==> src/rtl/pipe_pkg.sv <==
// Shared types and default widths for the pipeline stage registers.
// The D/E control word layout defines the default control width.
package pipe_pkg;

  localparam int DATA_WIDTH = 32;
  localparam int TAG_WIDTH  = 5;

  typedef struct packed {
    logic       regWrite;
    logic       memWrite;
    logic       jump;
    logic       ALUsrc;
    logic [1:0] resultSrc;
    logic [2:0] ALUctrl;
    logic [2:0] branch;
  } ctrl_de_t;

  localparam int CTRL_DE_W = $bits(ctrl_de_t);

  typedef enum logic [1:0] {
    STG_FD = 2'd0,
    STG_DE = 2'd1,
    STG_EM = 2'd2,
    STG_MW = 2'd3
  } stage_e;

endpackage

==> src/rtl/pipe_sat_counter.sv <==
// Saturating event counter with synchronous active-low reset and clear.
// Clear takes priority over increment; the count sticks at all-ones.
module pipe_sat_counter
  import pipe_pkg::*;
#(
  parameter int CNT_W = 32
) (
  input  logic             clk,
  input  logic             rst,
  input  logic             clr,
  input  logic             inc,
  output logic [CNT_W-1:0] count
);

  logic [CNT_W-1:0] count_q;
  logic [CNT_W-1:0] count_d;

  // Next count: clear, saturating increment, or hold.
  always_comb begin
    count_d = count_q;
    if (clr) begin
      count_d = '0;
    end else if (inc && (count_q != {CNT_W{1'b1}})) begin
      count_d = count_q + CNT_W'(1);
    end else begin
      count_d = count_q;
    end
  end

  // Count register.
  always_ff @(posedge clk) begin
    if (!rst) begin
      count_q <= '0;
    end else begin
      count_q <= count_d;
    end
  end

  assign count = count_q;

endmodule

==> src/rtl/pipe_stage_reg.sv <==
// Generic inter-stage pipeline register with stall, flush and clear-on-invalid.
// Define PIPE_STAGE_PERF_CNT_EN to add saturating stall/flush/bubble counters.
module pipe_stage_reg
  import pipe_pkg::*;
#(
  parameter int WIDTH              = DATA_WIDTH,
  parameter int NUM_DATA           = 5,
  parameter int CTRL_W             = CTRL_DE_W,
  parameter int TAG_W              = TAG_WIDTH,
  parameter int ZERO_DATA_ON_FLUSH = 0
`ifdef PIPE_STAGE_PERF_CNT_EN
  ,
  parameter int CNT_W              = 32
`endif
) (
  input  logic                      clk,
  input  logic                      rst,
  input  logic                      stall,
  input  logic                      flush,
  input  logic                      valid_D,
  input  logic [CTRL_W-1:0]         ctrl_D,
  input  logic [TAG_W-1:0]          tag_D,
  input  logic [NUM_DATA*WIDTH-1:0] data_D,
  output logic                      valid_E,
  output logic [CTRL_W-1:0]         ctrl_E,
  output logic [TAG_W-1:0]          tag_E,
  output logic [NUM_DATA*WIDTH-1:0] data_E
`ifdef PIPE_STAGE_PERF_CNT_EN
  ,
  input  logic                      cnt_clr,
  output logic [CNT_W-1:0]          stall_cnt,
  output logic [CNT_W-1:0]          flush_cnt,
  output logic [CNT_W-1:0]          bubble_cnt
`endif
);

  logic                      valid_q, valid_d;
  logic [CTRL_W-1:0]         ctrl_q,  ctrl_d;
  logic [TAG_W-1:0]          tag_q,   tag_d;
  logic [NUM_DATA*WIDTH-1:0] data_q,  data_d;

  // Next-state selection in priority order flush > stall > load.
  always_comb begin
    valid_d = valid_q;
    ctrl_d  = ctrl_q;
    tag_d   = tag_q;
    data_d  = data_q;
    if (flush) begin
      valid_d = 1'b0;
      ctrl_d  = '0;
      if (ZERO_DATA_ON_FLUSH != 0) begin
        tag_d  = '0;
        data_d = '0;
      end else begin
        tag_d  = tag_q;
        data_d = data_q;
      end
    end else if (stall) begin
      valid_d = valid_q;
      ctrl_d  = ctrl_q;
    end else begin
      // Invalid entries never carry side-effecting control.
      valid_d = valid_D;
      ctrl_d  = valid_D ? ctrl_D : '0;
      tag_d   = tag_D;
      data_d  = data_D;
    end
  end

  // Stage state registers; reset overrides flush and stall.
  always_ff @(posedge clk) begin
    if (!rst) begin
      valid_q <= 1'b0;
      ctrl_q  <= '0;
      tag_q   <= '0;
      data_q  <= '0;
    end else begin
      valid_q <= valid_d;
      ctrl_q  <= ctrl_d;
      tag_q   <= tag_d;
      data_q  <= data_d;
    end
  end

  assign valid_E = valid_q;
  assign ctrl_E  = ctrl_q;
  assign tag_E   = tag_q;
  assign data_E  = data_q;

`ifdef PIPE_STAGE_PERF_CNT_EN
  logic stall_inc_s;
  logic flush_inc_s;
  logic bubble_inc_s;

  assign stall_inc_s  = stall & ~flush;
  assign flush_inc_s  = flush;
  assign bubble_inc_s = ~stall & ~flush & ~valid_D;

  pipe_sat_counter #(.CNT_W(CNT_W)) u_stall_cnt (
    .clk   (clk),
    .rst   (rst),
    .clr   (cnt_clr),
    .inc   (stall_inc_s),
    .count (stall_cnt)
  );

  pipe_sat_counter #(.CNT_W(CNT_W)) u_flush_cnt (
    .clk   (clk),
    .rst   (rst),
    .clr   (cnt_clr),
    .inc   (flush_inc_s),
    .count (flush_cnt)
  );

  pipe_sat_counter #(.CNT_W(CNT_W)) u_bubble_cnt (
    .clk   (clk),
    .rst   (rst),
    .clr   (cnt_clr),
    .inc   (bubble_inc_s),
    .count (bubble_cnt)
  );
`endif

endmodule

==> config.mk <==
export PLATFORM = sky130hd
export DESIGN_NAME = pipe_stage_reg
export DESIGN_NICKNAME = d
export VERILOG_FILES = /design/src/rtl/pipe_pkg.sv /design/src/rtl/pipe_sat_counter.sv /design/src/rtl/pipe_stage_reg.sv
export SDC_FILE = /design/constraint.sdc
export NUM_CORES = 1
export LEC_CHECK = 0
export ABC_AREA = 1
export ABC_CLOCK_PERIOD_IN_PS = 1100
export BUFFER_PORTS_ARGS = -buffer_cell sky130_fd_sc_hd__buf_4
export CORE_AREA = 2 2 140 142
export CTS_CLUSTER_SIZE = 12
export DETAILED_ROUTE_END_ITERATION = 8
export DIE_AREA = 0 0 142 144
export PLACE_DENSITY = 0.68
export SLEW_MARGIN = 40
export SYNTH_ARGS = -nofsm -noshare
export SYNTH_HDL_FRONTEND = slang
export SYNTH_SLANG_ARGS = --single-unit
==> constraint.sdc <==
create_clock -name clk -period 1.1 [get_ports clk]
set_input_delay 0.22 -clock clk [delete_from_list [all_inputs] [get_ports clk]]
set_output_delay 0.22 -clock clk [all_outputs]
set_load 0.01 [all_outputs]
==> summary.txt <==
Route
  • Vias per Instance: 4.25
  • Total wire length: 20.5 mm
  • Drt first pass iters: 5
  • Drt wl/cell: 11.9 um
  • DRC: 0
  • Via Count: 7,282
  • Final ANT Viol Nets: 0
  • Drt initial violations: 266

Hold path
  • Worst Hold End: ctrl_E[8]$_SDFFE_PP0N_
  • Hold Path Stages: 3
  • Hold Crit Start: ctrl_D[8]
  • Hold Crit Class: in2reg

Worst setup path
  • CP Cell Sequence: buf_6
  • Largest stage delay on the critical path: 0.35 ns
  • Worst reg-to-reg setup slack: 0.40 ns
  • Critical path's slowest cell: dfxtp_2
  • CP bufs+invs: 1
  • Worst-path maximum fanout: 2
  • Crit Path Category: reg2out
  • Startpoint types: flip-flop
  • Critical Path Sink Type: output port
  • Crit path max-delay family: flip-flops
  • Reg-to-Reg End: data_E[79]$_SDFFE_PN0P_
  • RR Startpoint: data_E[79]$_SDFFE_PN0P_
  • WP data required: 0.88 ns
  • Critical path data arrival time: 0.88 ns
  • Critical path depth: 1
  • Reg2Reg Depth: 3

Floorplanning
  • Row count: 51
  • Die Height: 144 um
  • Core area: 0.0191 mm2
  • Die area: 0.0204 mm2
  • Initial Utilization: 37.4%
  • Die Wd: 142 um
  • IO Count: 360

Placement
  • DP Wirelength: 15.1 mm
  • Post-DP Area: 0.0102 mm2
  • Routability congestion estimate: 0.839
  • PortBufs: 359

STA
  • Fin crit share: 99.6%
  • Final max-slew violation count: 0
  • Final setup vio count: 0
  • Slew headroom: 68.9%
  • Actual slew at the worst max-slew pin: 0.466 ns
  • Final hold violations: 0
  • Hold slack: 0.0611 ns
  • Setup TNS: 0 ns
  • Final min period: 1.10 ns
  • RSZ-0062 raised after global routing: yes
  • Clock skew: 0 ns
  • Fmax: 913 MHz

Pwr
  • Pwr dens: 1400 mW/mm2
  • Lkg Pwr: 6.31 nW
  • Peak supply drop: 0.974 mV

Clocking
  • CTS root buf: clkbuf_16
  • Reg clk slew, reported paths: 0.07 ns
  • CTS tree: done
  • CTS Buf Count: 17
  • H-tree Lvls: 4
  • # hold bufs at CTS: 0
  • Clock buffer depth: 2
  • Worst-Skew Late Latency: 0.42 ns
  • Sink Count: 178

GRT
  • Largest net degree at the start of global routing: 44
  • GRT Residual Overflow: 0
  • Global-route wire length before repair: 31.3 mm
  • Initial antenna violation count: 0
  • Gr usage total: 19.2%
  • Vias in the first global route: 6,560

Logic synthesis
  • Synth Register Bits: 178
  • Post-Syn Instances: 1,104
  • Syn Nets: 1,286
  • Area contributors post-synth: dfxtp_1, nand2_1, nor2_1
  • Async set or reset register ratio after synthesis: 0%
  • Most area-hungry cell type in the Yosys netlist: dfxtp_1
  • EDFF count, synth: 0
  • Main synth FF type: dfxtp_1
  • Post-synth top area share: 50.0%
  • Post-Syn Area: 0.00713 mm2
  • Share of the yosys chip area belonging to registers: 50.0%
  • Post-synthesis cell type count: 10
  • Most instantiated cells after synthesis: nand2_1, nor2_1, dfxtp_1, inv_1, buf_2
  • Most frequent cell after synthesis: nand2_1
  • Mean Syn Cell Area: 6.46 um2
  • Synthesis warning total: 0

Layout
  • Post-route cell area: 0.0118 mm2
  • Fillers: 1,762
  • Final nets: 1,646
  • Area Growth Syn to Fin: 65.6%
  • Layout cells sized above 1: 41.3%
  • Number of diodes: 0
  • Post-layout util: 61.9%

Status
  • Status: finished, final reports clean

Job
  • Max Cap Viol: 0
cells by family after synthesis:
| kind of cell | Yosys count | synth area share [%] |
|---|---|---|
| and+or+nand+nor | 688 | 36.5 |
| buffers and inverters | 225 | 12.6 |
| DFF | 178 | 50.0 |
| AOI/OAI and AO/OA | 13 | 0.913 |
metal layers:
layer	wire length, um	track usage (%)	vias up	part of all wire (%)
met5	0	0	-	0
met4	686	8.84	0	3.4
met3	1600	6.52	46	7.8
met2	10100	33.2	245	49
met1	8070	21.4	3136	39
li1	-	-	3855	-
cell type report:
| type | count | area [um2] | area share [%] |
|---|---|---|---|
| Inverter | 167 | 627 | 5.31 |
| Clock inverter | 12 | 166 | 1.41 |
| Timing Repair Buffer | 399 | 3790 | 32.1 |
| Clock buffer | 20 | 467 | 3.95 |
| Multi-Input combinational cell | 701 | 2670 | 22.6 |
| Sequential cell | 178 | 3790 | 32.1 |
| Tap cell | 238 | 298 | 2.52 |
cell usage in the layout, fill, tap and decap left out:
| master | n |
|---|---|
| inv_1 | 167 |
| inv_6 | 4 |
| clkinv_4 | 3 |
| clkinvlp_4 | 2 |
| nand2_1 | 345 |
| buf_4 | 211 |
| a21oi_1 | 13 |
| clkbuf_16 | 17 |
| dfxtp_2 | 178 |
| buf_6 | 178 |
| clkbuf_8 | 3 |
| nor2_4 | 1 |
| nor2_1 | 330 |
| buf_12 | 10 |
| nand3_1 | 12 |
| bufinv_16 | 3 |
state kept, by name, indices dropped and copies added, names as in the netlist:
signal	count
valid_E	1
ctrl_E	12
tag_E	5
data_E	160
through the flow:
stage / total power (W) / setup WS, ns / cells
2_1_floorplan: 0.00839 / 0.114 / 1104
3_3_place_gp: 0.00982 / -0.108 / 1676
3_5_place_dp: 0.00986 / -0.142 / 1676
4_1_cts: 0.0167 / -0.0219 / 1711
5_1_grt: 0.0173 / -0.0393 / 1715
6_report: 0.0165 / 0.00487 / 1715
how the worst max path moves through the flow:
| stage | slack [ns] | end | start |
|---|---|---|---|
| after floorplan | 0.11 | data_E[103]$_SDFFE_PN0P_ | stall |
| after global placement | -0.11 | data_E[92]$_SDFFE_PN0P_ | stall |
| after detailed placement | -0.14 | data_E[125]$_SDFFE_PN0P_ | stall |
| after CTS | -0.02 | data_E[114] | data_E[114]$_SDFFE_PN0P_ |
| after global routing | -0.04 | data_E[24] | data_E[24]$_SDFFE_PN0P_ |
| final | 0.005 | ctrl_E[4] | ctrl_E[4]$_SDFFE_PP0N_ |
what timing repair did:
action / in CTS / in global routing
gates resized for setup: 356 / 0
setup endpoints to repair: 178 / 178
buffers inserted: 3 / 4
report_power, final:
part / switching (W) / internal [W] / total (W)
logic: 0.00127 / 0.00163 / 0.00290
clock network: 0.00262 / 0.00380 / 0.00643
registers: 0.000283 / 0.00694 / 0.00722
total: 0.00418 / 0.0124 / 0.0165
No activity file was read; power rests on OpenSTA's default activity.
